===== config.mk =====
export PLATFORM = sky130hd
export DESIGN_NAME = load_store_unit
export DESIGN_NICKNAME = d
export VERILOG_FILES = /design/src/rtl/load_store_unit.sv
export SDC_FILE = /design/constraint.sdc
export NUM_CORES = 1
export LEC_CHECK = 0
export CAP_MARGIN = 20
export CORE_MARGIN = 1
export CORE_UTILIZATION = 44
export DETAILED_ROUTE_END_ITERATION = 6
export PLACE_DENSITY = 0.81
export REMOVE_ABC_BUFFERS = 1
export SLEW_MARGIN = 40
export SYNTH_ARGS = -nofsm -noshare
export SYNTH_HDL_FRONTEND = slang
export SYNTH_SLANG_ARGS = --single-unit

===== constraint.sdc =====
create_clock -name clk -period 2.5 [get_ports clk]
set_input_delay 0.5 -clock clk [delete_from_list [all_inputs] [get_ports clk]]
set_output_delay 0.5 -clock clk [all_outputs]
set_load 0.05 [all_outputs]

===== src/rtl/load_store_unit.sv =====
// load_store_unit: RV32I load/store engine between the control FSM and a
// single-word memory port with a valid/ready handshake.
//
// Ports:
//   clk, reset                 sole clock, synchronous active-high reset
//   req_valid/req_ready        request handshake from control FSM
//   req_store, req_funct3      access kind (RV32I funct3 width/sign)
//   req_addr, req_wdata        byte address and right-aligned store data
//   mem_valid/mem_ready        memory handshake (rdata valid with ready)
//   mem_addr, mem_we,
//   mem_wstrb, mem_wdata       word address, write enable, lanes, data
//   mem_rdata                  raw memory word
//   resp_valid                 one-cycle completion pulse
//   resp_rdata, resp_fault     aligned/extended load result, reject flag
//
// Build option: define LSU_MISALIGN_TRAP_EN to fault misaligned H/HU/W
// accesses; otherwise they are forced to natural alignment.

module load_store_unit #(
    parameter int MEM_ADDR_W = 32
) (
    input  logic                  clk,
    input  logic                  reset,
    input  logic                  req_valid,
    output logic                  req_ready,
    input  logic                  req_store,
    input  logic [2:0]            req_funct3,
    input  logic [MEM_ADDR_W-1:0] req_addr,
    input  logic [31:0]           req_wdata,
    output logic                  mem_valid,
    input  logic                  mem_ready,
    output logic [MEM_ADDR_W-1:0] mem_addr,
    output logic                  mem_we,
    output logic [3:0]            mem_wstrb,
    output logic [31:0]           mem_wdata,
    input  logic [31:0]           mem_rdata,
    output logic                  resp_valid,
    output logic [31:0]           resp_rdata,
    output logic                  resp_fault
);

    typedef enum logic [1:0] {
        IDLE = 2'd0,
        REQ  = 2'd1,
        DONE = 2'd2
    } state_t;

    state_t state;
    state_t state_next;

    logic                  accept;
    logic                  illegal;
    logic                  bad_kind;
    logic                  misalign;
    logic [1:0]            eff_off;
    logic [3:0]            wstrb_c;
    logic [31:0]           wdata_c;

    logic                  op_store;
    logic [2:0]            op_funct3;
    logic [1:0]            op_off;
    logic [MEM_ADDR_W-1:0] addr_q;
    logic [3:0]            wstrb_q;
    logic [31:0]           wdata_q;
    logic                  fault_q;
    logic [31:0]           rdata_q;

    logic [31:0]           shifted;
    logic [31:0]           load_data;

    assign accept = req_valid && (state == IDLE);

    // Request decode: legality, effective lane offset, store lanes/data.
    always_comb begin
        bad_kind = 1'b0;
        unique case (req_funct3)
            3'b000, 3'b001, 3'b010: bad_kind = 1'b0;
            3'b100, 3'b101:         bad_kind = req_store;
            default:                bad_kind = 1'b1;
        endcase

`ifdef LSU_MISALIGN_TRAP_EN
        misalign = ((req_funct3[1:0] == 2'b01) && req_addr[0])
                || ((req_funct3[1:0] == 2'b10) && (req_addr[1:0] != 2'b00));
`else
        misalign = 1'b0;
`endif
        illegal = bad_kind || misalign;

        // Halves drop addr[0], words drop addr[1:0]; bytes keep both.
        eff_off = req_addr[1:0];
        case (req_funct3[1:0])
            2'b01:   eff_off = {req_addr[1], 1'b0};
            2'b10:   eff_off = 2'b00;
            default: eff_off = req_addr[1:0];
        endcase

        wstrb_c = 4'b0000;
        wdata_c = req_wdata;
        case (req_funct3[1:0])
            2'b00: begin
                wstrb_c = 4'b0001 << eff_off;
                wdata_c = {4{req_wdata[7:0]}};
            end
            2'b01: begin
                wstrb_c = 4'b0011 << eff_off;
                wdata_c = {2{req_wdata[15:0]}};
            end
            default: begin
                wstrb_c = 4'b1111;
                wdata_c = req_wdata;
            end
        endcase
        if (!req_store) begin
            wstrb_c = 4'b0000;
        end
    end

    // Load alignment and extension from the captured access kind.
    always_comb begin
        shifted   = mem_rdata >> {op_off, 3'b000};
        load_data = shifted;
        case (op_funct3)
            3'b000:  load_data = {{24{shifted[7]}}, shifted[7:0]};
            3'b001:  load_data = {{16{shifted[15]}}, shifted[15:0]};
            3'b100:  load_data = {24'd0, shifted[7:0]};
            3'b101:  load_data = {16'd0, shifted[15:0]};
            default: load_data = shifted;
        endcase
    end

    always_ff @(posedge clk) begin
        if (reset) begin
            state <= IDLE;
        end else begin
            state <= state_next;
        end
    end

    always_comb begin
        state_next = state;
        req_ready  = 1'b0;
        mem_valid  = 1'b0;
        mem_we     = 1'b0;
        mem_addr   = '0;
        mem_wstrb  = 4'b0000;
        mem_wdata  = 32'd0;
        resp_valid = 1'b0;
        resp_fault = 1'b0;
        case (state)
            IDLE: begin
                req_ready = 1'b1;
                if (req_valid) begin
                    state_next = illegal ? DONE : REQ;
                end
            end
            REQ: begin
                mem_valid = 1'b1;
                mem_we    = op_store;
                mem_addr  = addr_q;
                mem_wstrb = wstrb_q;
                mem_wdata = wdata_q;
                if (mem_ready) begin
                    state_next = DONE;
                end
            end
            DONE: begin
                resp_valid = 1'b1;
                resp_fault = fault_q;
                state_next = IDLE;
            end
            default: state_next = IDLE;
        endcase
    end

    assign resp_rdata = rdata_q;

    always_ff @(posedge clk) begin
        if (reset) begin
            op_store  <= 1'b0;
            op_funct3 <= 3'b000;
            op_off    <= 2'b00;
            addr_q    <= '0;
            wstrb_q   <= 4'b0000;
            wdata_q   <= 32'd0;
            fault_q   <= 1'b0;
            rdata_q   <= 32'd0;
        end else begin
            if (accept) begin
                op_store  <= req_store;
                op_funct3 <= req_funct3;
                op_off    <= eff_off;
                addr_q    <= {req_addr[MEM_ADDR_W-1:2], 2'b00};
                wstrb_q   <= wstrb_c;
                wdata_q   <= wdata_c;
                fault_q   <= illegal;
                if (illegal) begin
                    rdata_q <= 32'd0;
                end
            end
            if ((state == REQ) && mem_ready) begin
                rdata_q <= op_store ? 32'd0 : load_data;
            end
        end
    end

endmodule


==> results.ini, run 1 <==
[sta]
fmax_mhz = 415
hold_viol = 0
layout_min_cycle_time_ns = 2.41
fin_crit_sh_pct = 96.3
rsz0062_at_grt = false
holdWs_ns = 0.454
worst_pin_slew_ns = 0.594
relSlewSlack_pct = 60.3
drv_slew = 0
fin_ws_ns = 0.0924
setup_violations = 0
fin_skew_ns = 0.0103

[critical_path]
worst-setup-path-type = flop to primary output
reg2reg_slack_ns = 0.66
start_kind = flop
reg2reg_to = resp_rdata[25]
endpoint_kind = primary output
r2r_start = op_off[1]
worst-endpoint-required_ns = 2.00
ff2ff_path_depth = 5
crit_fanout = 7
worstPathArrival_ns = 1.91

[logic_synthesis]
syn_inst = 635
synth.ff_latch_count = 107
yosys_warnings = 0
synth_edf_count = 0
synth-main-ff-cell = dfxtp_1
synth_cell_types = 46
synth-seq-area-share_pct = 41.3
ys_async_sr_fraction_pct = 0
synth_area_sq_um = 5190
syn_avg_cell_area_sq_um = 8.18

[drt]
viasPerCell = 5.53
drt-initial-drc-count = 344
finalWirelength_mm = 16.3
wl_per_cell_um = 17.0
drtPass1Iterations = 5
remaining_drc_errors = 0
antenna_left = 0
num_vias = 5308

[die]
die-area_sq_um = 12200
ios = 209
core_area_sq_um = 11500
die_h_um = 111
start_util_pct = 45.3
die_w_um = 111
rows = 39

[global_route]
grt_pass1_vias = 5337
gr-max-usage-layer = met2
overflow = 0
grt_pass1_wl_mm = 26.8
grt_use_met1_pct = 31.3
grt_start_max_net_pins = 74
grt_use_total_pct = 26.8
grt_antenna_before_repair = 0
met3_usage_pct = 9.82
use_met2_pct = 45.3

[layout]
nets = 919
antenna_cells = 0
final_cells = 960
design_area_sq_um = 8320
num-fill-cells = 804
final-seq-area_sq_um = 2140
synthToLayoutAreaGrowth_pct = 60.2
final_cell_mix = clkdlybuf4s50_1 (136), nand2_1 (126), dfxtp_1 (107)
final_common_cell = clkdlybuf4s50_1
final_layout_size_suffix_gt1_share_pct = 13.8
multi_input_area_sq_um = 2780

[placed_design]
place_ws_ns = 0.177
io_buffers = 206
gp_congestion = 0.865
placed_cell_area_sq_um = 8030
dp_hpwl_mm = 11.9
placed_cells = 944

[flow_run]
cap_violations = 0

[clock_tree]
ctsResizeCount = 0
ctsRootBufferMaster = clkbuf_16
cts_sinks = 107
post_cts.repair.setup_buffers = 0
clkTransAtPathRegs_ns = 0.08
insertion_delay_ns = 0.34
cts_inserted_buffers = 9
cts_hold_buffers = 0
cts_tree = built
cts_buffer_depth = 2
htreeDepth = 3

[power]
power_density_nw_per_um2 = 507
leakagePower_nw = 3.14
peakVddDrop_v = 0.000334
fin_total_pwr_mw = 4.21

[status]
status = finished clean

[min_path]
hp-class = flop to flop
min_to = addr_q[13]
min_path_cells = 2
hp-start = addr_q[13]

-- critical path, cell delays in order (launching register included) --
cell             delay [ns]
dfxtp_1                0.54
nor2b_1                0.20
clkdlybuf4s50_1        0.83
-- how the worst max path moves through the flow --
stage / from / to / slack [ns] / cells past startpoint
4_1_cts: state[1] / resp_valid / 0.09 / 2
2_1_floorplan: req_valid / resp_rdata[16] / -1.39 / 4
6_report: state[1] / resp_valid / 0.09 / 2
3_3_place_gp: req_funct3[1] / wstrb_q[2] / 0.26 / 8
5_1_grt: state[1] / resp_valid / 0.04 / 2
3_5_place_dp: req_funct3[1] / wdata_q[21] / 0.18 / 8
-- stage by stage --
step           TNS, ns  utilization (%)
5_1_grt              0             72.5
4_1_cts              0             72.5
6_report             0             72.5
3_3_place_gp         0             70.0
2_1_floorplan  -166.76                -
3_5_place_dp         0             70.0
-- registers in the layout, summed over array words and instances, names as in the netlist --
| register | cells |
|---|---|
| state | 2 |
| addr_q | 30 |
| op_store | 1 |
| wdata_q | 32 |
| fault_q | 1 |
| op_funct3 | 3 |
| resp_rdata | 32 |
| wstrb_q | 4 |
| op_off | 2 |
-- where the power goes --
group	switching [mW]	leakage [nW]	internal [mW]
clock	0.638	0.135	0.737
combinational	0.518	2.13	0.443
sequential	0.0683	0.876	1.81
total	1.22	3.14	2.99
-- cell type report --
class,instances,area share (%)
timing repair buffer,223,35.0
multi-input combinational,467,33.4
tap,143,2.15
clock buffer,12,3.08
clock inverter,4,0.391
sequential,107,25.7
inverter,4,0.180
-- cells in the mapped netlist (all sizes together) (8+ instances only) --
library cell | instances | area, sq um
nand2 | 126 | 473
dfxtp | 107 | 2140
and2 | 69 | 432
a21oi | 60 | 300
nor2 | 38 | 143
clkbuf | 37 | 139
a211oi | 21 | 158
buf | 21 | 138
mux2i | 17 | 170
a22o | 16 | 140
o2bb2ai | 15 | 131
nor2b | 14 | 87.6
nand2b | 12 | 75.1
o21ai | 12 | 60.1
a221oi | 8 | 70.1
a32oi | 8 | 88.8
-- metal layers --
metal	wire length (um)	up-vias
met3	1690	24
met1	6280	2514
met2	8020	246
li1	-	2524
met5	0	-
met4	302	0
-- cell families after synthesis --
logic type | share of synthesized area, %
mux | 3.71
compound gates | 21.9
fa+ha+maj | 0.723
xor+xnor | 0.169
buf+inv | 5.61
other cells | 0.0722
simple gates | 26.6
flops | 41.3
No activity file was read; power rests on OpenSTA's default activity.
==> run 2: changes to the inputs <==
- GPL_ROUTABILITY_DRIVEN: not set -> 0
- PLACE_DENSITY: 0.81 -> 0.8
- RECOVER_POWER: not set -> 100
==> run 2 against run 1 <==
Compared with the run above: core utilization is 0.27 points higher; cell count down 0.21%; clock skew decreased by 0.0033 ns; sequential power is essentially flat; global-route usage up 0.063 points; sequential share of layout area fell by 0.096 points; hold slack about the same; maximum frequency is 2.5% higher; largest power group unchanged; highest routed layer unchanged.
==> results.ini, run 2 (synthesized netlist as in run 1, its figures left out) <==
[drt]
antenna_left = 0
remaining_drc_errors = 0
num_vias = 5280
finalWirelength_mm = 16.6
drt-initial-drc-count = 383
wl_per_cell_um = 17.3
viasPerCell = 5.51
drtPass1Iterations = 5

[die]
start_util_pct = 45.3
die_h_um = 111
ios = 209
die-area_sq_um = 12200
rows = 39
die_w_um = 111
core_area_sq_um = 11500

[clock_tree]
cts_hold_buffers = 0
htreeDepth = 3
post_cts.repair.setup_buffers = 0
ctsRootBufferMaster = clkbuf_16
insertion_delay_ns = 0.35
clkTransAtPathRegs_ns = 0.07
cts_inserted_buffers = 9
cts_sinks = 107
ctsResizeCount = 0
cts_tree = built
cts_buffer_depth = 2

[critical_path]
worstPathArrival_ns = 1.85
crit_family = simple AND/OR/NAND/NOR gates
worst-setup-path-type = flop to primary output
worst-endpoint-required_ns = 2.00
cp_slowest_stage_delay_ns = 0.51
critPathSlowestCell = dfxtp_1
endpoint_kind = primary output
cp_common_cell = buf_12
start_kind = flop
crit_chain = nor2b_4 -> buf_12 -> and2_0 -> buf_12
path_buf_inv = 2
crit_fanout = 71

[sta]
fmax_mhz = 426
layout_min_cycle_time_ns = 2.35
fin_skew_ns = 0.00702
rsz0062_at_grt = false
fin_ws_ns = 0.151
fin_crit_sh_pct = 94.0
relSlewSlack_pct = 34.1
drv_slew = 0
hold_viol = 0
tns_ns = 0
setup_violations = 0
worst_pin_slew_ns = 0.988

[layout]
nets = 918
final_layout_size_suffix_gt1_share_pct = 13.3
final_common_cell = nand2_1
antenna_cells = 0
final_cell_mix = nand2_1 (126), dfxtp_1 (107), clkdlybuf4s50_1 (100)
final_cells = 958
utilization_pct = 72.8
synthToLayoutAreaGrowth_pct = 60.8

[global_route]
grt_pass1_wl_mm = 26.6
grt_start_max_net_pins = 85
overflow = 0
grt_antenna_before_repair = 0
grt_use_total_pct = 26.8
grt_pass1_vias = 5300

[min_path]
hp-class = flop to flop

[placed_design]
dp_hpwl_mm = 11.9
placed_cells = 943
place_ws_ns = 0.145
io_buffers = 206

[power]
leakagePower_nw = 3.21
power_density_nw_per_um2 = 546
peakVddDrop_v = 0.000449

[status]
status = finished clean

[flow_run]
cap_violations = 0

[run 2: cell types whose count changed in the layout (fill, tap and decap cells not counted), moves of 2 or more]
cell             change
and2_0              +68
and2_1              -68
buf_4                -4
bufinv_16            +4
clkbuf_1             +2
clkbuf_2             +2
clkdlybuf4s50_1     -36
clkinvlp_4           -2
dlygate4sd3_1       +35
[run 2: worst paths after layout]
kind	slack (ns)	from	cells past startpoint	to
worst max-delay path	0.15	state[0]	4	mem_wdata[25]
worst min-delay path	0.45	addr_q[4]	2	addr_q[4]
worst max register to register	0.46	state[1]	4	addr_q[18]
worst min register to register	0.45	addr_q[4]	2	addr_q[4]
[run 2: final cells by class]
class | instances | area [sq um]
Tap cell | 143 | 179
Multi-Input combinational cell | 467 | 2780
Fill cell | 840 | 3120
Clock buffer | 10 | 239
Inverter | 4 | 15.0
Timing Repair Buffer | 222 | 2870
Sequential cell | 107 | 2140
Clock inverter | 5 | 125
[run 2: metrics by stage]
| step | hold slack, ns | instance area [sq um] | total power, mW |
|---|---|---|---|
| floorplan | 0.421 | 4920 | 2.39 |
| global placement | 0.437 | 8030 | 2.84 |
| detailed placement | 0.446 | 8030 | 2.88 |
| CTS | 0.456 | 8400 | 4.60 |
| global route | 0.472 | 8350 | 4.73 |
| finish | 0.454 | 8350 | 4.56 |
[run 2: worst min-delay path: stages, from the launching register on]
cell     delay [ns]
dfxtp_1        0.31
nand2_1        0.05
a21oi_1        0.05
[run 2: power breakdown]
group	switching [mW]	leakage (nW)	internal [mW]
combinational	0.525	2.16	0.426
clock	0.628	0.179	1.10
sequential	0.0684	0.876	1.81
total	1.22	3.21	3.34
[run 2: layer usage]
metal / track usage (%) / vias to the layer above / part of all wire (%)
met5: 0 / - / 0
met3: 11.5 / 34 / 11
met1: 30.9 / 2458 / 38
li1: - / 2523 / -
met4: 9.33 / 0 / 2.2
met2: 44.5 / 265 / 48
==> run 3: changes to the inputs <==
--- a/config.mk
+++ b/config.mk
@@ -6,4 +6,5 @@
 export NUM_CORES = 1
 export LEC_CHECK = 0
+export ABC_CLOCK_PERIOD_IN_PS = 2500
 export CAP_MARGIN = 20
 export CORE_MARGIN = 1
==> constraint.sdc (replaced) <==
create_clock -name clk -period 2.5 [get_ports clk]
set_input_delay 0.5 -clock clk [delete_from_list [all_inputs] [get_ports clk]]
set_output_delay 0.5 -clock clk [all_outputs]
set_load 0.1 [all_outputs]
==> run 3 against run 2 <==
Compared with the run above: count of clock-buffer cells in the layout is 1 lower; non-clock buffer count is 2 higher; global-route usage increased by 0.18 points; sequential share of layout area is 0.83 points higher; setup slack better by 0.022 ns; clock power fell by 22%; clock skew rose by 0.0050 ns; first-iteration DRC count increased by 3.1%; flip-flop and latch count did not move; core utilization down 2.3 points; largest power group unchanged.
==> results.ini, run 3 (synthesized netlist as in run 1, its figures left out) <==
[layout]
synthToLayoutAreaGrowth_pct = 55.8
final_common_cell = nand2_1
utilization_pct = 70.5
num-fill-cells = 878
design_area_sq_um = 8090
nets = 920
final_cell_mix = nand2_1 (126), dfxtp_1 (107), clkdlybuf4s50_1 (101)
antenna_cells = 0
final_cells = 961
multi_input_area_sq_um = 2770
final_layout_size_suffix_gt1_share_pct = 14.1
final-seq-area_sq_um = 2140

[clock_tree]
ctsRootBufferMaster = clkbuf_16
post_cts.repair.setup_buffers = 0
ctsResizeCount = 0
insertion_delay_ns = 0.35
cts_buffer_depth = 2
cts_tree = built
clkTransAtPathRegs_ns = 0.07
cts_sinks = 107
cts_hold_buffers = 0
htreeDepth = 3
cts_inserted_buffers = 9

[global_route]
overflow = 0
grt_pass1_wl_mm = 26.8
grt_use_total_pct = 27.0
grt_antenna_before_repair = 0
grt_start_max_net_pins = 72
grt_pass1_vias = 5371

[sta]
fin_ws_ns = 0.173
drv_slew = 0
rsz0062_at_grt = false
worst_pin_slew_ns = 1.23
fin_crit_sh_pct = 93.1
fin_skew_ns = 0.0120
layout_min_cycle_time_ns = 2.33
fmax_mhz = 430
setup_violations = 0
relSlewSlack_pct = 18.3
hold_viol = 0

[flow_run]
cap_violations = 0

[drt]
drtPass1Iterations = 5
remaining_drc_errors = 0
drt-initial-drc-count = 395
finalWirelength_mm = 16.6
viasPerCell = 5.56
num_vias = 5343
wl_per_cell_um = 17.3
antenna_left = 0

[critical_path]
start_kind = input port
worst-endpoint-required_ns = 2.73
reg2reg_slack_ns = 0.49
r2r_start = state[1]
reg2reg_to = resp_rdata[16]
setup.worst_path.end = resp_rdata[16]
endpoint_kind = flop
crit_fanout = 24
worstPathArrival_ns = 2.56
worst-setup-path-type = input port to flop
ff2ff_path_depth = 5
worstSetupStartpoint = req_valid

[min_path]
hp-class = flop to flop

[die]
die-area_sq_um = 12200
start_util_pct = 45.3
die_w_um = 111
ios = 209
rows = 39
die_h_um = 111
core_area_sq_um = 11500

[power]
fin_total_pwr_mw = 4.31
power_density_nw_per_um2 = 533
leakagePower_nw = 3.01
peakVddDrop_v = 0.000381

[placed_design]
io_buffers = 206
dp_hpwl_mm = 12.1
placed_cell_area_sq_um = 7960
placed_cells = 945
place_ws_ns = 0.0767

[status]
status = finished clean

-- run 3: cell types whose count changed in the layout (fill, tap and decap cells not counted), moves of 2 or more --
cell           delta
dlygate4sd3_1    -34
clkbuf_1         +29
bufinv_16         -4
buf_4             +2
clkbuf_2          +3
inv_6             +3
-- run 3: final cells by class --
type,count,area share [%]
Tap cell,143,2.21
Inverter,4,0.186
Timing Repair Buffer,224,33.4
Clock inverter,7,0.696
Sequential cell,107,26.5
Multi-Input combinational cell,467,34.2
Clock buffer,9,2.78
-- run 3: through the flow --
| step | setup TNS, ns | hold slack [ns] |
|---|---|---|
| 2_1_floorplan | -252.44 | 0.421 |
| 3_3_place_gp | 0 | 0.437 |
| 3_5_place_dp | 0 | 0.442 |
| 4_1_cts | 0 | 0.452 |
| 5_1_grt | 0 | 0.477 |
| 6_report | 0 | 0.452 |
-- run 3: worst max-delay path, stage by stage --
cell           delay (ns)
dlygate4sd3_1        0.56
nor3b_1              0.69
a32oi_4              0.19
nor2b_1              0.19
buf_12               0.19
a22o_1               0.23
-- run 3: report_power, final --
group | internal [mW] | switching, mW
Combinational | 0.422 | 0.661
Sequential | 1.81 | 0.0683
Clock | 0.692 | 0.658
Total | 2.92 | 1.39
-- run 3: worst min path at each step --
stage / endpoint / slack [ns] / from / depth (start not counted)
after floorplan: wstrb_q[1] / 0.42 / wstrb_q[1] / 2
after global placement: addr_q[14] / 0.44 / addr_q[14] / 2
after detailed placement: addr_q[11] / 0.44 / addr_q[11] / 2
after CTS: addr_q[9] / 0.45 / addr_q[9] / 2
after global routing: addr_q[30] / 0.48 / addr_q[30] / 2
final: addr_q[9] / 0.45 / addr_q[9] / 2
-- run 3: metal layers --
metal	vias to the layer above	GRT usage [%]	routed length [um]	share of wire, %
met5	-	0	0	0
met4	0	7.29	280	1.7
met3	23	11.8	1910	12
met2	271	46.7	8160	49
met1	2520	30.1	6230	38
li1	2529	-	-	-
==> variant, RTL diff (flow settings as in run 2) <==
Re-encode `state_t` (3 states) as one-hot, 3 bits wide.
--- a/src/rtl/load_store_unit.sv
+++ b/src/rtl/load_store_unit.sv
@@ -40,8 +40,8 @@
 );
 
-    typedef enum logic [1:0] {
-        IDLE = 2'd0,
-        REQ  = 2'd1,
-        DONE = 2'd2
+    typedef enum logic [2:0] {
+        IDLE = 3'b001,
+        REQ  = 3'b010,
+        DONE = 3'b100
     } state_t;
 
Formal check against the unedited RTL: same outputs for any inputs over 4 cycles, from zero or initial values and one cycle with reset high; so few cycles prove little.
==> variant against run 2 <==
  * Total power is 10% lower
  * Sequential power barely moved
  * Count of clock-buffer cells in the layout did not move
  * Worst hold slack worse by 0.0023 ns
  * Routed wire length hardly changed
  * Clock power down 14%
  * Die area shrank 0.25%
  * Combinational power fell by 23%
  * Core utilization down 0.61 points
  * Cell area down 0.84%
  * Sequential cell count is 1 higher
  * Global-route usage up 0.52 points
  * Worst setup slack worse by 0.029 ns
  * Synthesized area fell by 0.27%
  * Highest routed layer unchanged
==> variant: results (changes against run 2) <==
| Metric | Value |
|---|---|
| Deepest clock path buffer count | 2 (unchanged) |
| HPWL after DPL | 12000 um (was 11900 um) |
| Global Route Usage Sum | 27.4% (was 26.8%) |
| Worst Hold Slack | 0.452 ns (was 0.454 ns) |
| Number of cells after detailed placement | 931 (was 943) |
| Number of violations reported at the end of detailed-routing iteration 0 | 317 (was 383) |
| First-pass GRT wire length | 27300 um (was 26600 um) |
| P per Cell Area | 495 nW/um2 (was 546 nW/um2) |
| Dpl ws | 0.138 ns (was 0.145 ns) |
| R2r setup slk | 0.44 ns (was 0.46 ns) |
| Xor/xnor share of the synthesized area | 0.169% (about the same) |
| Compound-gate portion of the synthesized area | 23.0% (was 21.9%) |
| Static leakage | 3.18 nW (was 3.21 nW) |
| Commonest cells in the synthesized netlist | sky130_fd_sc_hd__nand2_1 (112), sky130_fd_sc_hd__dfxtp_1 (108), sky130_fd_sc_hd__and2_1 (68) (was sky130_fd_sc_hd__nand2_1 (126), sky130_fd_sc_hd__dfxtp_1 (107), sky130_fd_sc_hd__and2_1 (69)) |
| Largest clock skew in the final design | 0.0108 ns (was 0.00702 ns) |
| Critical Path Fanout Max | 6 (was 71) |
| Proportion of layout cells with a drive suffix above 1 | 13.1% (was 13.3%) |
| Post-Syn Area per Cell | 8.37 um2 (was 8.18 um2) |
| Via count of the first global-routing pass | 5379 (was 5300) |
| Non-filler instance count after layout | 947 (was 958) |
| VDD IR max | 0.000321 V (was 0.000449 V) |
| Power attributed to combinational cells | 0.729 mW (was 0.951 mW) |
| Placed cell area | 8000 um2 (was 8030 um2) |
| Cell with the biggest individual delay on the critical path | sky130_fd_sc_hd__clkdlybuf4s50_1 (was sky130_fd_sc_hd__dfxtp_1) |
| Highest clock frequency the design can meet | 421 MHz (was 426 MHz) |
| Switching power of the nets | 1.12 mW (was 1.22 mW) |
| CP endpoint | resp_valid (was mem_wdata[25]) |
| Pin count of the biggest net entering global routing | 76 (was 85) |
| Headroom to the max-slew limit | 38.3% (was 34.1%) |
| Critical path data arrival time | 1.88 ns (was 1.85 ns) |
| Clk network pwr share | 36.3% (was 37.9%) |
| Post-Synth Adder-Cell Area | 0.725% (was 0.723%) |
| Most instantiated flip-flop cell in the synthesis netlist | sky130_fd_sc_hd__dfxtp_1 (unchanged) |
| Proportion of synthesized area in mux cells | 3.72% (was 3.71%) |
| Portion of the post-synthesis area used by sequential elements | 41.7% (was 41.3%) |
| CTS buffer count | 9 (unchanged) |
| Worst R2R Start | state[2]$_SDFFE_PP0P_ (was state[1]$_SDFFE_PP0P_) |
| Distinct cells, synth | 50 (was 46) |
| Capture point of the worst reg-to-reg path | addr_q[22]$_SDFFE_PP0P_ (was addr_q[18]$_SDFFE_PP0P_) |
| Worst-case reg-to-reg path depth | 5 (was 4) |
| Delay contributed by the slowest stage of the critical path | 0.84 ns (was 0.51 ns) |
| Status | finished clean (unchanged) |
| Routed wire length | 16600 um (about the same) |
==> variant: cell count changes after synthesis, sizes merged, moves of 3 or more <==
cell     before  now
a21oi        60   53
buf          21   28
o2bb2ai      15    7
o21ai        12   22
nand2       126  112
a32oi         8    0
clkbuf       37   27
a21boi        1    8
a32o          0    8
a2bb2oi       0    7
nor2b        14   11
nor2         38   32
==> variant: cell type report <==
type                    count  area (um2)
well taps                 143         179
fillers                   834        3190
multi-input cells         452        2740
clock buffers              10         239
clock inverters             6        68.8
repair buffers            223        2870
flip-flops and latches    108        2160
inverters                   5        18.8
==> variant: worst min path at each step <==
stage	start	end	cells after the start
6_report	addr_q[13]$_SDFFE_PP0P_	addr_q[13]$_SDFFE_PP0P_	2
5_1_grt	addr_q[27]$_SDFFE_PP0P_	addr_q[27]$_SDFFE_PP0P_	2
4_1_cts	addr_q[27]$_SDFFE_PP0P_	addr_q[27]$_SDFFE_PP0P_	2
3_5_place_dp	addr_q[13]$_SDFFE_PP0P_	addr_q[13]$_SDFFE_PP0P_	2
3_3_place_gp	addr_q[19]$_SDFFE_PP0P_	addr_q[19]$_SDFFE_PP0P_	2
2_1_floorplan	wstrb_q[1]$_SDFFE_PP0P_	wstrb_q[1]$_SDFFE_PP0P_	2
==> variant: worst max-delay path: cells and delay by family, from the launching register on <==
| kind | cells | cell delay (ns) |
|---|---|---|
| buffers and inverters | 1 | 0.84 |
| flip-flops | 1 | 0.44 |
| AND/OR/NAND/NOR | 1 | 0.25 |
==> variant: what timing repair did <==
action | in CTS | in global routing
gates resized for setup | 1 | 0
endpoints found under the setup margin | 1 | 0
hold buffers | 0 | 0
==> variant: per-layer routing <==
metal	wire length [um]	global-route usage [%]	share of wire, %
met1	6470	32.1	39
met2	8090	46.7	49
met3	1740	10.3	10
met4	260	7.11	1.6
met5	0	0	0
